[config.mk]
export PLATFORM = sky130hd
export DESIGN_NAME = if_id_stage_flat
export DESIGN_NICKNAME = d
export VERILOG_FILES = /design/src/rtl/if_id_stage_pkg.sv /design/src/rtl/if_id_stage_if.sv /design/src/rtl/if_id_stage_pc_reg.sv /design/src/rtl/if_id_stage.sv /design/src/flat_wrapper.sv
export SDC_FILE = /design/constraint.sdc
export NUM_CORES = 1
export LEC_CHECK = 0
export CAP_MARGIN = 25
export CORE_UTILIZATION = 50
export CTS_BUF_LIST = sky130_fd_sc_hd__clkbuf_2
export CTS_CLUSTER_DIAMETER = 150
export CTS_CLUSTER_SIZE = 12
export DETAILED_ROUTE_END_ITERATION = 8
export PLACE_DENSITY = 0.95
export SLEW_MARGIN = 25
export SYNTH_ARGS = -nofsm -noshare
export SYNTH_HDL_FRONTEND = slang
export SYNTH_SLANG_ARGS = --single-unit
[constraint.sdc]
create_clock -name clk -period 6.95 [get_ports clk]
set_input_delay 2.085 -clock clk [delete_from_list [all_inputs] [get_ports clk]]
set_output_delay 2.085 -clock clk [all_outputs]
set_load 0.005 [all_outputs]
[src/rtl/if_id_stage_pkg.sv]
// Shared constants for the fetch/decode boundary: reset values, opcode and
// funct codes, and the immediate-extender mode encodings.
package if_id_stage_pkg;

    localparam logic [31:0] RESET_PC  = 32'h0000_3000;
    localparam logic [31:0] NOP_INSTR = 32'h0000_0000;

    localparam logic [5:0] OP_SPECIAL = 6'h00;
    localparam logic [5:0] OP_ANDI    = 6'h0C;
    localparam logic [5:0] OP_ORI     = 6'h0D;
    localparam logic [5:0] OP_XORI    = 6'h0E;
    localparam logic [5:0] OP_LUI     = 6'h0F;

    localparam logic [5:0] FN_SLL = 6'h00;
    localparam logic [5:0] FN_SRL = 6'h02;
    localparam logic [5:0] FN_SRA = 6'h03;

    typedef enum logic [1:0] {
        EXTOP_SIGN  = 2'b00,
        EXTOP_ZERO  = 2'b01,
        EXTOP_SHAMT = 2'b10
    } extop_e;

endpackage

[src/rtl/if_id_stage_if.sv]
// Signal bundle between the fetch/decode register stage and its neighbours
// (hazard unit, branch resolution, instruction memory, decoder).
interface if_id_stage_if;
    logic        stall;
    logic        flush;
    logic        redirect_valid;
    logic [31:0] redirect_pc;
    logic [31:0] imem_rdata;
    logic [31:0] imem_addr;
    logic [31:0] id_instr;
    logic [31:0] id_pc4;
    logic        id_valid;
    logic [15:0] id_imm16;
    logic [4:0]  id_shamt;
    logic [1:0]  id_extop;
    logic [31:0] fetch_cnt;

    modport master (
        output stall, flush, redirect_valid, redirect_pc, imem_rdata,
        input  imem_addr, id_instr, id_pc4, id_valid, id_imm16, id_shamt,
               id_extop, fetch_cnt
    );

    modport slave (
        input  stall, flush, redirect_valid, redirect_pc, imem_rdata,
        output imem_addr, id_instr, id_pc4, id_valid, id_imm16, id_shamt,
               id_extop, fetch_cnt
    );
endinterface

[src/rtl/if_id_stage_pc_reg.sv]
// Program counter: reset load, redirect load, hazard hold, else +4.
// Flush does not touch the PC; only stall can hold it.
module pc_reg #(
    parameter logic [31:0] RESET_PC = 32'h0000_3000
) (
    input  logic        clk,
    input  logic        rst,
    input  logic        i_stall,
    input  logic        i_redirect_valid,
    input  logic [29:0] i_redirect_word,
    output logic [31:0] o_pc,
    output logic [31:0] o_pc_plus4
);
    logic [31:0] r_pc;

    // Carry out of bit 31 is dropped, so the PC wraps modulo 2^32.
    assign o_pc_plus4 = r_pc + 32'd4;
    assign o_pc       = r_pc;

    // PC update with reset > redirect > stall > advance priority.
    always_ff @(posedge clk) begin
        if (rst) begin
            r_pc <= {RESET_PC[31:2], 2'b00};
        end else if (i_redirect_valid) begin
            r_pc <= {i_redirect_word, 2'b00};
        end else if (!i_stall) begin
            r_pc <= o_pc_plus4;
        end
    end
endmodule

[src/rtl/if_id_stage.sv]
// IF/ID pipeline register: owns the PC sub-block, the ID-stage instruction
// register, the accepted-fetch counter and the immediate-extender mode decode.
module if_id_stage #(
    parameter logic [31:0] RESET_PC  = if_id_stage_pkg::RESET_PC,
    parameter logic [31:0] NOP_INSTR = if_id_stage_pkg::NOP_INSTR
) (
    input  logic         clk,
    input  logic         rst,
    if_id_stage_if.slave bus
);
    import if_id_stage_pkg::*;

    logic [31:0] w_pc;
    logic [31:0] w_pc_plus4;
    logic [5:0]  w_opcode;
    logic [5:0]  w_funct;
    extop_e      w_extop;

    logic [31:0] r_id_instr;
    logic [31:0] r_id_pc4;
    logic        r_id_valid;
    logic [31:0] r_fetch_cnt;

    pc_reg #(.RESET_PC(RESET_PC)) u_pc_reg (
        .clk              (clk),
        .rst              (rst),
        .i_stall          (bus.stall),
        .i_redirect_valid (bus.redirect_valid),
        .i_redirect_word  (bus.redirect_pc[31:2]),
        .o_pc             (w_pc),
        .o_pc_plus4       (w_pc_plus4)
    );

    // ID-stage register: bubbles on redirect/flush carry pc4 = 0 so a
    // squashed slot never looks like a real return address.
    always_ff @(posedge clk) begin
        if (rst) begin
            r_id_instr  <= NOP_INSTR;
            r_id_pc4    <= 32'd0;
            r_id_valid  <= 1'b0;
            r_fetch_cnt <= 32'd0;
        end else if (bus.redirect_valid || bus.flush) begin
            r_id_instr  <= NOP_INSTR;
            r_id_pc4    <= 32'd0;
            r_id_valid  <= 1'b0;
        end else if (!bus.stall) begin
            r_id_instr  <= bus.imem_rdata;
            r_id_pc4    <= w_pc_plus4;
            r_id_valid  <= 1'b1;
            r_fetch_cnt <= r_fetch_cnt + 32'd1;
        end
    end

    assign w_opcode = r_id_instr[31:26];
    assign w_funct  = r_id_instr[5:0];

    // Extender mode: logical immediates zero-extend, shifts by constant use
    // shamt, everything else sign-extends. Encoding 2'b11 is unreachable.
    always_comb begin
        w_extop = EXTOP_SIGN;
        case (w_opcode)
            OP_ANDI, OP_ORI, OP_XORI, OP_LUI: w_extop = EXTOP_ZERO;
            OP_SPECIAL: begin
                if (w_funct == FN_SLL || w_funct == FN_SRL || w_funct == FN_SRA)
                    w_extop = EXTOP_SHAMT;
            end
            default: w_extop = EXTOP_SIGN;
        endcase
    end

    assign bus.imem_addr = w_pc;
    assign bus.id_instr  = r_id_instr;
    assign bus.id_pc4    = r_id_pc4;
    assign bus.id_valid  = r_id_valid;
    assign bus.fetch_cnt = r_fetch_cnt;
    assign bus.id_imm16  = r_id_instr[15:0];
    assign bus.id_shamt  = r_id_instr[10:6];
    assign bus.id_extop  = w_extop;
endmodule

[src/flat_wrapper.sv]
// flat-port wrapper written by rule: the top's interface ports become plain ports
module if_id_stage_flat import if_id_stage_pkg::*;
#(
    parameter logic [31:0] RESET_PC  = if_id_stage_pkg::RESET_PC,
    parameter logic [31:0] NOP_INSTR = if_id_stage_pkg::NOP_INSTR
)
  (clk, rst, bus_stall, bus_flush, bus_redirect_valid, bus_redirect_pc, bus_imem_rdata, bus_imem_addr, bus_id_instr, bus_id_pc4, bus_id_valid, bus_id_imm16, bus_id_shamt, bus_id_extop, bus_fetch_cnt);
  if_id_stage_if bus_i ();
  input  logic clk;
  input  logic rst;
  input wire logic [$bits(bus_i.stall)-1:0] bus_stall;
  input wire logic [$bits(bus_i.flush)-1:0] bus_flush;
  input wire logic [$bits(bus_i.redirect_valid)-1:0] bus_redirect_valid;
  input wire logic [$bits(bus_i.redirect_pc)-1:0] bus_redirect_pc;
  input wire logic [$bits(bus_i.imem_rdata)-1:0] bus_imem_rdata;
  output wire logic [$bits(bus_i.imem_addr)-1:0] bus_imem_addr;
  output wire logic [$bits(bus_i.id_instr)-1:0] bus_id_instr;
  output wire logic [$bits(bus_i.id_pc4)-1:0] bus_id_pc4;
  output wire logic [$bits(bus_i.id_valid)-1:0] bus_id_valid;
  output wire logic [$bits(bus_i.id_imm16)-1:0] bus_id_imm16;
  output wire logic [$bits(bus_i.id_shamt)-1:0] bus_id_shamt;
  output wire logic [$bits(bus_i.id_extop)-1:0] bus_id_extop;
  output wire logic [$bits(bus_i.fetch_cnt)-1:0] bus_fetch_cnt;
  assign bus_i.stall = bus_stall;
  assign bus_i.flush = bus_flush;
  assign bus_i.redirect_valid = bus_redirect_valid;
  assign bus_i.redirect_pc = bus_redirect_pc;
  assign bus_i.imem_rdata = bus_imem_rdata;
  assign bus_imem_addr = bus_i.imem_addr;
  assign bus_id_instr = bus_i.id_instr;
  assign bus_id_pc4 = bus_i.id_pc4;
  assign bus_id_valid = bus_i.id_valid;
  assign bus_id_imm16 = bus_i.id_imm16;
  assign bus_id_shamt = bus_i.id_shamt;
  assign bus_id_extop = bus_i.id_extop;
  assign bus_fetch_cnt = bus_i.fetch_cnt;
  if_id_stage #(.RESET_PC(RESET_PC), .NOP_INSTR(NOP_INSTR)) u_core (.clk(clk), .rst(rst), .bus(bus_i));
endmodule
==> key figures <==
Run status
  – Status: complete, but fails checks
  – Failing checks: DRC

Clock network
  – CTS tree: yes
  – Setup bufs post-CTS: 0
  – CTS H-tree lvls: 4
  – Clock sinks: approximately 130
  – TritonCTS Buffers: 17
  – Hold buffers post-CTS: 0
  – Resized Gates After CTS: 0
  – Clk buf depth: 2
  – Root Buffer: clkbuf_2
  – Worst-skew pair later-pin latency: approximately 0.68 ns
  – Clock transition at the registers of the reported paths: 0.16 ns

Finish
  – Fraction of layout cells with a size suffix above 1: 6.21%
  – Synth-to-Final Area Change: 36.8%
  – Layout Utilization: 70.6%
  – Nets: roughly 930
  – Antenna diode count: 0

Critical path
  – Crit. End Element: output port
  – WS Path Type: register to output port
  – Worst EP required: 4.87 ns
  – Worst Setup SP: u_core.bus.id_instr[4]$_SDFFE_PP0N_
  – Nature of the critical path startpoint: register
  – Reg2reg start: u_core.u_pc_reg.o_pc[2]$_SDFFE_PP0P_
  – Critical-path maximum fanout: 4
  – Arr. time, crit path: approximately 2.2 ns
  – Reg2reg path depth: 6

Timing
  – Pins over their slew limit: 0
  – Setup-failing EPs final: 0
  – Final min period: approximately 4.2 ns
  – Slew of the pin with the lowest slew margin: between 0.7 and 0.8 ns
  – Slew margin rel.: around 51%
  – TNS Setup: 0 ns
  – Fmax: around 240 MHz
  – Clock Skew: roughly 0.021 ns
  – Hold violation count in the final report: 0
  – Period utilization: 61.1%
  – RSZ-0062 raised after global routing: false

Placed design
  – PortBufs: around 210
  – Dpl hpwl: ~12,000 µm
  – Routability cong.: around 0.90

GRT
  – GRT Total Usage: 26.2%
  – Pin count of the biggest net entering global routing: between 50 and 60
  – Vias in the first global route: roughly 5,000
  – GRT Residual Overflow: 0
  – Initial antenna violation count: 0
  – First-pass GRT wire length: roughly 25,000 µm

Drt
  – Number of routed nets with antenna violations: 0
  – DRC violations left: 18
  – DR WL/cell: 15.9 µm
  – Routed wire length: about 16,000 µm
  – DR iter-0 viols: about 350
  – Via Count: approximately 5,500
  – DR pass1 iterations: 8
  – DR vias/cell: 5.39

Pwr
  – Tot Pwr: about 1.4 mW
  – Pwr per Cell Area: about 170 nW/µm²
  – Leakage power: ~2.8 nW
  – Worst VDD drop: between 100 and 150 µV

Logic synthesis
  – YS warnings: 0
  – Gate Count Post-Synth: slightly below 700
  – Synth cell count leaders: dfxtp_1, nor2_1, a21oi_1
  – Post-synth EDFFs: 0
  – Synth Area per Inst: 8.64 µm²
  – Ys flop type: dfxtp_1
  – Synth top area share: between 40% and 50%
  – Synth area leaders: dfxtp_1, nor2_1, mux2i_1
  – Post-synthesis cell type count: 44
  – Asr flop ratio synth: 0%
  – Post-synth top area cell: dfxtp_1
  – Synth Cell Area: 5940 µm²
  – Sequential area share after synthesis: 42.1%
  – Cell with the most instances after synthesis: dfxtp_1
  – Flop and latch count out of synthesis: ~130

Floorplanning
  – Area of the core: ~12,000 µm²
  – I/O pin cnt: 221
  – Initial Util: between 50 and 60%
  – Width of the chip: 111 µm
  – Die area: ~12,000 µm²
  – Die Y: around 110 µm
  – Number of placement rows: 39

Worst hold path
  – Hold Crit Depth: 2
  – Hold path startpoint: u_core.bus.id_pc4[17]$_SDFFE_PP0N_
  – HP Class: register to register

Job
  – Max Cap Violations: 0
==> power breakdown <==
part,switching [mW],leakage (nW),internal [mW]
clock network,0.258,0.134,0.160
registers,0.0304,1.02,0.736
logic,0.0691,1.69,0.101
==> through the flow <==
| stage | setup slack, ns | instances | area, µm² | hold WS [ns] |
|---|---|---|---|---|
| 2_1_floorplan | 3.26 | 691 | 5950 | 0.451 |
| 3_3_place_gp | 2.66 | 982 | 7930 | 0.435 |
| 3_5_place_dp | 2.60 | 982 | 7930 | 0.452 |
| 4_1_cts | 2.64 | 1012 | 8130 | 0.487 |
| 5_1_grt | 2.59 | 1012 | 8130 | 0.515 |
| 6_report | 2.71 | 1012 | 8130 | 0.480 |
==> state kept, by name, indices dropped and copies added, names as in the netlist <==
name                  flops
u_core.bus.fetch_cnt     32
u_core.bus.id_instr      32
u_core.bus.id_pc4        30
u_core.bus.id_valid       1
u_core.u_pc_reg.o_pc     30
==> worst max-delay path: stages, from the launching register on <==
cell and delay (ns):
dfxtp_1 0.38, nor4_1 0.38, o2111a_1 0.23, clkdlybuf4s50_1 0.50
==> path summary, 6_finish.rpt <==
kind              slack [ns]                                    end
setup / recovery        2.71                        bus_id_extop[1]
hold reg to reg         0.48     u_core.bus.id_pc4[17]$_SDFFE_PP0N_
setup reg to reg        4.35  u_core.u_pc_reg.o_pc[24]$_SDFFE_PP0P_
hold / removal          0.48     u_core.bus.id_pc4[17]$_SDFFE_PP0N_
==> final cells by class <==
class	instances	area, µm²
Clock buffer	20	100
Clock inverter	10	100
Fill cell	890	3390
Inverter	8	30.0
Multi-Input combinational cell	484	3020
Sequential cell	125	2500
Tap cell	143	179
Timing Repair Buffer	222	2190
==> cell families after synthesis <==
| family | after synthesis | share of synthesized area, % |
|---|---|---|
| simple gates | 265 | 23.1 |
| flops | 125 | 42.1 |
| compound gates | 99 | 9.48 |
| buf+inv | 82 | 7.18 |
| xor+xnor | 76 | 11.2 |
| mux | 38 | 6.40 |
| fa+ha+maj | 2 | 0.421 |
| other cells | 1 | 0.0631 |
==> placed cells by master (no fill, tap or decap), types with 2 or more instances in the layout <==
cell type / count
o21ai_0: 30
nand2_1: 33
ha_1: 2
nor2_1: 104
nor3_1: 18
nand4b_1: 2
or3_1: 17
nand4_1: 19
conb_1: 4
and4_1: 8
clkdlybuf4s50_1: 212
a22o_1: 3
nor4_1: 14
or2_2: 2
clkinv_2: 5
dfxtp_1: 125
nand3_1: 19
nor4_2: 5
buf_4: 8
inv_1: 7
clkinv_1: 2
buf_2: 2
xor2_1: 34
a311oi_1: 2
o21a_1: 2
nor3_2: 5
clkbuf_2: 20
and3_1: 8
xnor2_1: 42
mux2i_1: 38
bufinv_16: 2
and2_1: 2
a211oi_1: 14
a21oi_1: 45
==> per-layer routing <==
layer	track usage [%]	share of wire [%]	wire length [µm]	vias up
met1	32.3	43	6940	2560
li1	-	-	-	2696
met2	42.6	48	7750	164
met3	6.45	5.9	944	39
met4	13.0	2.9	469	0
met5	0	0	0	-
No activity file was read; power rests on OpenSTA's default activity.
